$ cat config.mk
export PLATFORM = sky130hd
export DESIGN_NAME = clk_period_meter
export DESIGN_NICKNAME = d
export VERILOG_FILES = /design/src/rtl/clk_period_meter_pkg.sv /design/src/rtl/clk_period_meter_sync_edge_det.sv /design/src/rtl/clk_period_meter.sv
export SDC_FILE = /design/constraint.sdc
export NUM_CORES = 1
export LEC_CHECK = 0
export ABC_AREA = 1
export CAP_MARGIN = 20
export CORE_UTILIZATION = 40
export DETAILED_ROUTE_END_ITERATION = 12
export GPL_ROUTABILITY_DRIVEN = 0
export PLACE_DENSITY = 0.61
export SETUP_SLACK_MARGIN = 0.3
export SLEW_MARGIN = 25
export SYNTH_ARGS = -nofsm -noshare
export SYNTH_HDL_FRONTEND = slang
export SYNTH_SLANG_ARGS = --single-unit
$ cat constraint.sdc
create_clock -name clk -period 3.1 [get_ports clk]
set_input_delay 0.62 -clock clk [delete_from_list [all_inputs] [get_ports clk]]
set_output_delay 0.62 -clock clk [all_outputs]
set_load 0.02 [all_outputs]
$ cat src/rtl/clk_period_meter_pkg.sv
`default_nettype none
// ============================================================================
//  Module   : clk_meter_pkg
//  Purpose  : Shared types and constants for the slow-clock period meter.
//             Provides the meter FSM state type, the default counter width
//             and the depth of the optional period-averaging history.
//  Revision : 1.0  initial release
// ============================================================================
package clk_meter_pkg;

  localparam int DEFAULT_CNT_W = 16;
  localparam int AVG_DEPTH     = 4;

  typedef enum logic [1:0] {
    IDLE    = 2'd0,
    MEASURE = 2'd1,
    LOST    = 2'd2
  } meter_state_t;

endpackage
`default_nettype wire

$ cat src/rtl/clk_period_meter_sync_edge_det.sv
`default_nettype none
// ============================================================================
//  Module   : sync_edge_det
//  Purpose  : Multi-flop synchronizer for an asynchronous level, followed by
//             a rising-edge detector. Reusable for any divider-tap monitor.
//  Ports    : clk      in   sampling clock
//             rst_n    in   asynchronous active-low reset
//             async_in in   asynchronous input level
//             rise     out  one clk-cycle pulse on a synchronized 0->1
//  Params   : SYNC_STAGES  number of synchronizer flops (>= 2)
//  Revision : 1.0  initial release
// ============================================================================
module sync_edge_det #(
  parameter int SYNC_STAGES = 2
) (
  input  logic clk,
  input  logic rst_n,
  input  logic async_in,
  output logic rise
);

  logic [SYNC_STAGES-1:0] r_sync;
  logic                   r_sync_d;

  always_ff @(posedge clk or negedge rst_n) begin
    if (!rst_n) begin
      r_sync   <= '0;
      r_sync_d <= 1'b0;
    end else begin
      r_sync   <= {r_sync[SYNC_STAGES-2:0], async_in};
      r_sync_d <= r_sync[SYNC_STAGES-1];
    end
  end

  // Combinational so the consumer registers the edge on the next clk edge,
  // giving SYNC_STAGES+1 edges of total latency from the input edge.
  assign rise = r_sync[SYNC_STAGES-1] & ~r_sync_d;

endmodule
`default_nettype wire

$ cat src/rtl/clk_period_meter.sv
`default_nettype none
// ============================================================================
//  Module   : clk_period_meter
//  Purpose  : Measures the period of a slow (possibly asynchronous) clock in
//             system-clock cycles; reports period, lock and loss-of-clock.
//  Ports    : clk          in   system clock
//             rst_n        in   asynchronous active-low reset
//             meas_clk     in   clock under measurement (sampled as data)
//             clr          in   synchronous clear back to IDLE
//             period       out  last measured (or averaged) period
//             period_valid out  one-cycle strobe when period updates
//             locked       out  a full period measured since IDLE/LOST
//             timeout      out  sticky loss-of-clock flag
//  Config   : CLK_PERIOD_METER_AVG_EN  report the mean of the last 4 periods
//  Revision : 1.0  initial release
// ============================================================================
module clk_period_meter
  import clk_meter_pkg::*;
#(
  parameter int CNT_W       = DEFAULT_CNT_W,
  parameter int TIMEOUT     = 50000,
  parameter int SYNC_STAGES = 2
) (
  input  logic             clk,
  input  logic             rst_n,
  input  logic             meas_clk,
  input  logic             clr,
  output logic [CNT_W-1:0] period,
  output logic             period_valid,
  output logic             locked,
  output logic             timeout
);

  localparam logic [CNT_W-1:0] c_timeout = CNT_W'(TIMEOUT);
  localparam logic [CNT_W-1:0] c_cnt_max = '1;
  localparam logic [CNT_W-1:0] c_cnt_one = CNT_W'(1);

  logic w_rise;

  meter_state_t     r_state,  w_state_nxt;
  logic [CNT_W-1:0] r_cnt,    w_cnt_nxt;
  logic [CNT_W-1:0] r_period, w_period_nxt;
  logic             r_valid,  w_valid_nxt;
  logic             r_locked, w_locked_nxt;
  logic             r_timeout, w_timeout_nxt;

  sync_edge_det #(
    .SYNC_STAGES (SYNC_STAGES)
  ) u_sync (
    .clk      (clk),
    .rst_n    (rst_n),
    .async_in (meas_clk),
    .rise     (w_rise)
  );

`ifdef CLK_PERIOD_METER_AVG_EN
  // History of completed periods, index 0 newest. r_fill counts entries up to
  // AVG_DEPTH; a strobe is allowed once the incoming period completes the set.
  localparam int                 c_fill_w     = $clog2(AVG_DEPTH) + 1;
  localparam logic [c_fill_w-1:0] c_fill_ready = c_fill_w'(AVG_DEPTH - 1);
  localparam logic [c_fill_w-1:0] c_fill_full  = c_fill_w'(AVG_DEPTH);

  logic [CNT_W-1:0]    r_hist [AVG_DEPTH];
  logic [c_fill_w-1:0] r_fill;
  logic [CNT_W+1:0]    w_sum;
  logic                w_hist_push;
  logic                w_hist_clr;

  // Sum of the period just completed plus the AVG_DEPTH-1 newest entries.
  always_comb begin
    w_sum = {2'b00, r_cnt};
    for (int i = 0; i < AVG_DEPTH - 1; i++) begin
      w_sum = w_sum + {2'b00, r_hist[i]};
    end
  end

  always_ff @(posedge clk or negedge rst_n) begin
    if (!rst_n) begin
      for (int i = 0; i < AVG_DEPTH; i++) r_hist[i] <= '0;
      r_fill <= '0;
    end else if (w_hist_clr) begin
      for (int i = 0; i < AVG_DEPTH; i++) r_hist[i] <= '0;
      r_fill <= '0;
    end else if (w_hist_push) begin
      r_hist[0] <= r_cnt;
      for (int i = 1; i < AVG_DEPTH; i++) r_hist[i] <= r_hist[i-1];
      if (r_fill != c_fill_full) r_fill <= r_fill + c_fill_w'(1);
    end
  end
`endif

  always_ff @(posedge clk or negedge rst_n) begin
    if (!rst_n) begin
      r_state   <= IDLE;
      r_cnt     <= '0;
      r_period  <= '0;
      r_valid   <= 1'b0;
      r_locked  <= 1'b0;
      r_timeout <= 1'b0;
    end else begin
      r_state   <= w_state_nxt;
      r_cnt     <= w_cnt_nxt;
      r_period  <= w_period_nxt;
      r_valid   <= w_valid_nxt;
      r_locked  <= w_locked_nxt;
      r_timeout <= w_timeout_nxt;
    end
  end

  always_comb begin
    w_state_nxt   = r_state;
    w_cnt_nxt     = r_cnt;
    w_period_nxt  = r_period;
    w_valid_nxt   = 1'b0;
    w_locked_nxt  = r_locked;
    w_timeout_nxt = r_timeout;
`ifdef CLK_PERIOD_METER_AVG_EN
    w_hist_push   = 1'b0;
    w_hist_clr    = 1'b0;
`endif
    if (clr) begin
      // Clear wins over a coincident rise: the rise is simply dropped.
      w_state_nxt   = IDLE;
      w_cnt_nxt     = '0;
      w_period_nxt  = '0;
      w_locked_nxt  = 1'b0;
      w_timeout_nxt = 1'b0;
`ifdef CLK_PERIOD_METER_AVG_EN
      w_hist_clr    = 1'b1;
`endif
    end else begin
      case (r_state)
        IDLE: begin
          w_cnt_nxt = '0;
          if (w_rise) begin
            w_state_nxt = MEASURE;
            w_cnt_nxt   = c_cnt_one;
          end
        end
        MEASURE: begin
          // A rise on the cnt==TIMEOUT cycle is still a valid period.
          if (w_rise) begin
            w_cnt_nxt = c_cnt_one;
`ifdef CLK_PERIOD_METER_AVG_EN
            w_hist_push = 1'b1;
            if (r_fill >= c_fill_ready) begin
              w_period_nxt = w_sum[CNT_W+1:2];
              w_valid_nxt  = 1'b1;
              w_locked_nxt = 1'b1;
            end
`else
            w_period_nxt = r_cnt;
            w_valid_nxt  = 1'b1;
            w_locked_nxt = 1'b1;
`endif
          end else if (r_cnt == c_timeout) begin
            w_state_nxt   = LOST;
            w_cnt_nxt     = '0;
            w_period_nxt  = '0;
            w_locked_nxt  = 1'b0;
            w_timeout_nxt = 1'b1;
`ifdef CLK_PERIOD_METER_AVG_EN
            w_hist_clr    = 1'b1;
`endif
          end else if (r_cnt != c_cnt_max) begin
            w_cnt_nxt = r_cnt + c_cnt_one;
          end
        end
        LOST: begin
          w_cnt_nxt = '0;
          if (w_rise) begin
            w_state_nxt   = MEASURE;
            w_cnt_nxt     = c_cnt_one;
            w_timeout_nxt = 1'b0;
          end
        end
        default: begin
          w_state_nxt = IDLE;
          w_cnt_nxt   = '0;
        end
      endcase
    end
  end

  assign period       = r_period;
  assign period_valid = r_valid;
  assign locked       = r_locked;
  assign timeout      = r_timeout;

endmodule
`default_nettype wire
==> impl_metrics.tcl, run 1 <==
set metrics [dict create \
    status "complete, no violations" \
    grt_max_degree 41 \
    synth_edf_count 0 \
    setup_viol 0 \
    grt_overflow 0 \
    maxSlewHeadroom 0.351 \
    grt_usage 0.191 \
    die_x_um 76.7 \
    min_path_type "reg -> reg" \
    arrival_ns 2.45 \
    synth_seq_area_share 0.449 \
    core_area_sq_um 5240 \
    fin_area_sq_um 2580 \
    synth_cell_types 32 \
    clk_latency_ns 0.30 \
    syn_area_per_cell_sq_um 8.11 \
    first_iter_violations 112 \
    ant_nets 0 \
    htree_levels 2 \
    path_max_fanout 21 \
    synth_nets 281 \
    viasPerCell 5.07 \
    cpMostUsedCell "o21ai_2" \
    cts_tree "done" \
    drtPass1Iterations 4 \
    finClkSkew_ns 0.00498 \
    p_leak_nw 1.16 \
    postCtsSetupRepairBufs 0 \
    num_vias 1859 \
    post-route-min-period_ns 2.22 \
    die_h_um 76.7 \
    finalHoldViolCount 0 \
    power_density_nw_per_um2 411 \
    io_pins 23 \
    rsz0062_at_grt "false" \
    crit_type "in -> reg" \
    min_period_over_period 0.716 \
    synth_async_sr_flop_share 1.00 \
    cts_buffers 5 \
    rows 26 \
    wl_per_cell_um 13.6 \
    cts.sinks 40 \
    drt_wl_total_um 5000 \
    end_kind "flip-flop" \
    yosys_warnings 0 \
    path_clk_slew_ns 0.08 \
    dp_hpwl_um 3580 \
    layout.nets 302 \
    placed_area_sq_um 2470 \
    fin_setup_tns_ns 0 \
    grt_pass1_wl_um 8730 \
    crit_path_start_kind "input port" \
    cp_data_required_time_ns 3.32 \
    worstRegToRegCells 9 \
    first_global_vias 1812 \
    clock_path_buffers 2 \
    synth_area_sq_um 2230 \
    diodes 0 \
    tightest_slew_ns 0.974 \
    fin_cells 367 \
    hold_path_depth 0 \
    drive_gt1_frac 0.165 \
    maxCapViolations 0 \
    cts_resized 0 \
    drc 0 \
    peakVddDrop_mv 0.179 \
    hold_buffers 0 \
    cp_slowest_cell "o21ai_2" \
    antenna_found_initial 0 \
    critPathMaxStageDelay_ns 0.90 \
    start_util 0.426 \
    fmax_mhz 450 \
    io_buffers 22 \
    yosys_register_bits 40 \
    dp_cells 359 \
    die_area_sq_um 5880 \
    syn_to_final_growth_pct 15.7 \
    drv_slew 0 \
    synthCells 275 \
    path_cells "clkdlybuf4s50_1 > o21ai_2 > nand2_1 > o21ai_2" \
    clock-root-buffer "clkbuf_8" \
    synth_flop_cell "dfrtp_1" \
]
-- logic make-up after synthesis --
| family | share of synthesized area |
|---|---|
| AND/OR/NAND/NOR | 0.351 |
| flip-flops | 0.449 |
| buffers and inverters | 0.0875 |
| XOR/XNOR | 0.00393 |
| AO/OA/AOI/OAI | 0.0976 |
| adder cells (fa/ha/maj) | 0.0112 |
-- worst paths after layout --
| path | start | to | slack (ns) |
|---|---|---|---|
| max reg2reg | r_cnt[0] | period[10] | 1.08 |
| max | clr | period[10] | 0.88 |
| min reg2reg | u_sync.r_sync[0] | u_sync.r_sync[1] | 0.36 |
| min in group asynchronous | rst_n | period[8] | 0.43 |
| max in group asynchronous | rst_n | r_cnt[9] | 2.11 |
| min | u_sync.r_sync[0] | u_sync.r_sync[1] | 0.36 |
-- per-stage QoR --
stage	power, W	hold WS, ns	setup slack [ns]	utilization
after floorplan	0.000613	0.324	1.60	-
after global placement	0.000639	0.344	0.609	0.472
after detailed placement	0.000640	0.339	0.553	0.472
after CTS	0.00107	0.362	0.842	0.493
after global routing	0.00110	0.362	0.704	0.493
final	0.00106	0.359	0.879	0.493
-- final cells by class --
| type | count | area (sq um) |
|---|---|---|
| flip-flops and latches | 40 | 1000 |
| fillers | 500 | 2660 |
| multi-input cells | 194 | 1030 |
| repair buffers | 24 | 230 |
| well taps | 70 | 87.6 |
| clock buffers | 5 | 68.8 |
| clock inverters | 3 | 42.5 |
| inverters | 31 | 116 |
-- power by group --
group | switching, W | internal, W | leakage [nW]
Clock | 0.000195 | 0.000238 | 0.0541
Combinational | 0.0000674 | 0.0000230 | 0.555
Sequential | 0.00000761 | 0.000530 | 0.549
Total | 0.000270 | 0.000792 | 1.16
-- flip-flops by register name, indices dropped and copies added, names as in the netlist --
| signal | flops |
|---|---|
| u_sync.r_sync | 2 |
| r_cnt | 16 |
| period | 16 |
| timeout | 1 |
| u_sync.r_sync_d | 1 |
| r_state | 2 |
| locked | 1 |
| period_valid | 1 |
-- worst max-delay path, delay by kind of cell --
kind	cells	cell delay [ns]
AO/OA/AOI/OAI	2	0.99
AND/OR/NAND/NOR	1	0.15
buffers and inverters	1	0.68
-- placed cells by master (no fill, tap or decap), types with 7 or more instances in the layout --
cell type,count
o21ai_1,10
o21ai_2,9
dfrtp_1,40
clkdlybuf4s50_1,21
nor2_1,22
inv_1,27
nand2_1,74
nor2_2,7
nand4_1,11
nand3_1,22
-- cells in the mapped netlist (all sizes together) (2+ instances only) --
master / count / share of area
nand2: 80 / 0.14
dfrtp: 40 / 0.45
nor2: 33 / 0.077
inv: 31 / 0.052
nand3: 26 / 0.067
o21ai: 24 / 0.069
nand4: 12 / 0.040
buf: 8 / 0.030
nor3: 7 / 0.023
a21boi: 2 / 0.0067
a21oi: 2 / 0.0045
clkbuf: 2 / 0.0050
ha: 2 / 0.011
o21bai: 2 / 0.0067
-- metal layers --
layer | GRT usage | part of all wire
met1 | 0.257 | 0.48
met2 | 0.300 | 0.46
met3 | 0.0405 | 0.043
met4 | 0.0712 | 0.017
met5 | 0 | 0
(Power assumes the default switching activity.)
==> run 2: changes to the inputs <==
Settings changed: PLACE_DENSITY 0.61 to 0.63.
Clock period 3.1 ns to 2 ns, I/O delays scaled along.
==> impl_metrics.tcl, run 2 (synthesis gave the netlist of run 1 again) <==
set metrics [dict create \
    p_total_w 0.00166 \
    drtPass1Iterations 4 \
    first_iter_violations 123 \
    path_max_fanout 2 \
    grt_max_degree 41 \
    p_leak_nw 1.28 \
    core_area_sq_um 5240 \
    cp_data_required_time_ns 1.60 \
    grt_usage 0.195 \
    crit_path_start_kind "flip-flop" \
    dp_hpwl_um 3890 \
    cp.depth 1 \
    ant_nets 0 \
    layout.nets 311 \
    grt_overflow 0 \
    cp_slowest_cell "clkdlybuf4s50_1" \
    io_buffers 22 \
    finClkSkew_ns 0.0116 \
    critPathBufInv 1 \
    min_period_over_period 0.832 \
    wl_per_cell_um 13.9 \
    cts_tree "done" \
    worstRegToRegCells 10 \
    syn_to_final_growth_pct 20.3 \
    clock_path_buffers 2 \
    peakVddDrop_mv 0.265 \
    path_clk_slew_ns 0.08 \
    layout_commonest_cell "nand2_1" \
    dr_wl_met2_um 2470 \
    min_path_type "in -> async" \
    grt_pass1_wl_um 8870 \
    num_vias 1916 \
    fmax_mhz 601 \
    rows 26 \
    dp_cells 366 \
    drt_wl_total_um 5210 \
    die_h_um 76.7 \
    arrival_ns 1.26 \
    maxCapViolations 0 \
    die_x_um 76.7 \
    path_cells "clkdlybuf4s50_1" \
    fin_setup_tns_ns 0 \
    drc 0 \
    cts.sinks 40 \
    drive_gt1_frac 0.193 \
    rsz0062_at_grt "true" \
    io_pins 23 \
    clock-root-buffer "clkbuf_8" \
    top_layer_used "met4" \
    mostFrequentLayoutCells "nand2_1 (74), dfrtp_1 (39), inv_1 (27)" \
    post-route-min-period_ns 1.66 \
    drv_slew 0 \
    antenna_found_initial 0 \
    start_util 0.426 \
    status "complete, no violations" \
    htree_levels 2 \
    maxSlewHeadroom 0.666 \
    tightest_slew_ns 0.501 \
    die_area_sq_um 5880 \
    hold_buffers 0 \
    wl_met1_um 2350 \
    critPathTopFamily "buffers and inverters" \
    fin_cells 376 \
    diodes 0 \
    end_kind "output pin" \
    power_density_nw_per_um2 619 \
    first_global_vias 1887 \
    crit_type "reg -> out" \
    viasPerCell 5.10 \
    finalHoldViolCount 0 \
    critPathMaxStageDelay_ns 0.61 \
    setup_viol 0 \
    cts_buffers 5 \
    clk_latency_ns 0.31 \
    wl_met3_um 295 \
]
## run 2: worst paths after layout
check / start / to / slack, ns
worst max-delay path: period[6] / period[6] / 0.34
worst min-delay path: rst_n / u_sync.r_sync[0] / 0.14
worst max register to register: r_cnt[1] / period[13] / 0.40
worst min register to register: u_sync.r_sync[0] / u_sync.r_sync[1] / 0.36
max in group asynchronous: rst_n / r_cnt[0] / 1.49
min in group clk: u_sync.r_sync[0] / u_sync.r_sync[1] / 0.36
## run 2: layer usage
metal / vias to the layer above / global-route usage
met2: 63 / 0.314
met3: 10 / 0.0345
li1: 950 / -
met4: 0 / 0.108
met5: - / 0
met1: 893 / 0.248
## run 2: layout make-up
type | instances | area [sq um]
clock inverter | 2 | 35.0
tap | 70 | 87.6
inverter | 31 | 116
sequential | 40 | 1000
multi-input combinational | 194 | 1050
clock buffer | 6 | 72.6
fill | 508 | 2550
timing repair buffer | 33 | 320
## run 2: through the flow
| step | area [sq um] | setup WS, ns | hold slack, ns | utilization |
|---|---|---|---|---|
| after global routing | 2680 | 0.283 | 0.185 | 0.512 |
| after floorplan | 2230 | 0.495 | 0.104 | - |
| final | 2680 | 0.337 | 0.139 | 0.512 |
| after CTS | 2640 | 0.325 | 0.158 | 0.505 |
| after detailed placement | 2530 | 0.304 | 0.336 | 0.484 |
| after global placement | 2530 | 0.326 | 0.349 | 0.484 |
## run 2: report_power, final
| group | total [W] | leakage (nW) | internal (W) | switching [W] |
|---|---|---|---|---|
| registers | 0.000832 | 0.548 | 0.000823 | 0.00000963 |
| logic | 0.000168 | 0.679 | 0.0000568 | 0.000111 |
| clock network | 0.000661 | 0.0552 | 0.000370 | 0.000291 |
| total | 0.00166 | 1.28 | 0.00125 | 0.000412 |
## run 2: timing repair
action,4_1_cts,5_1_grt
endpoints found under the hold margin,0,0
gates resized for setup,0,8
endpoints found under the setup margin,0,35
setup buffers,0,2
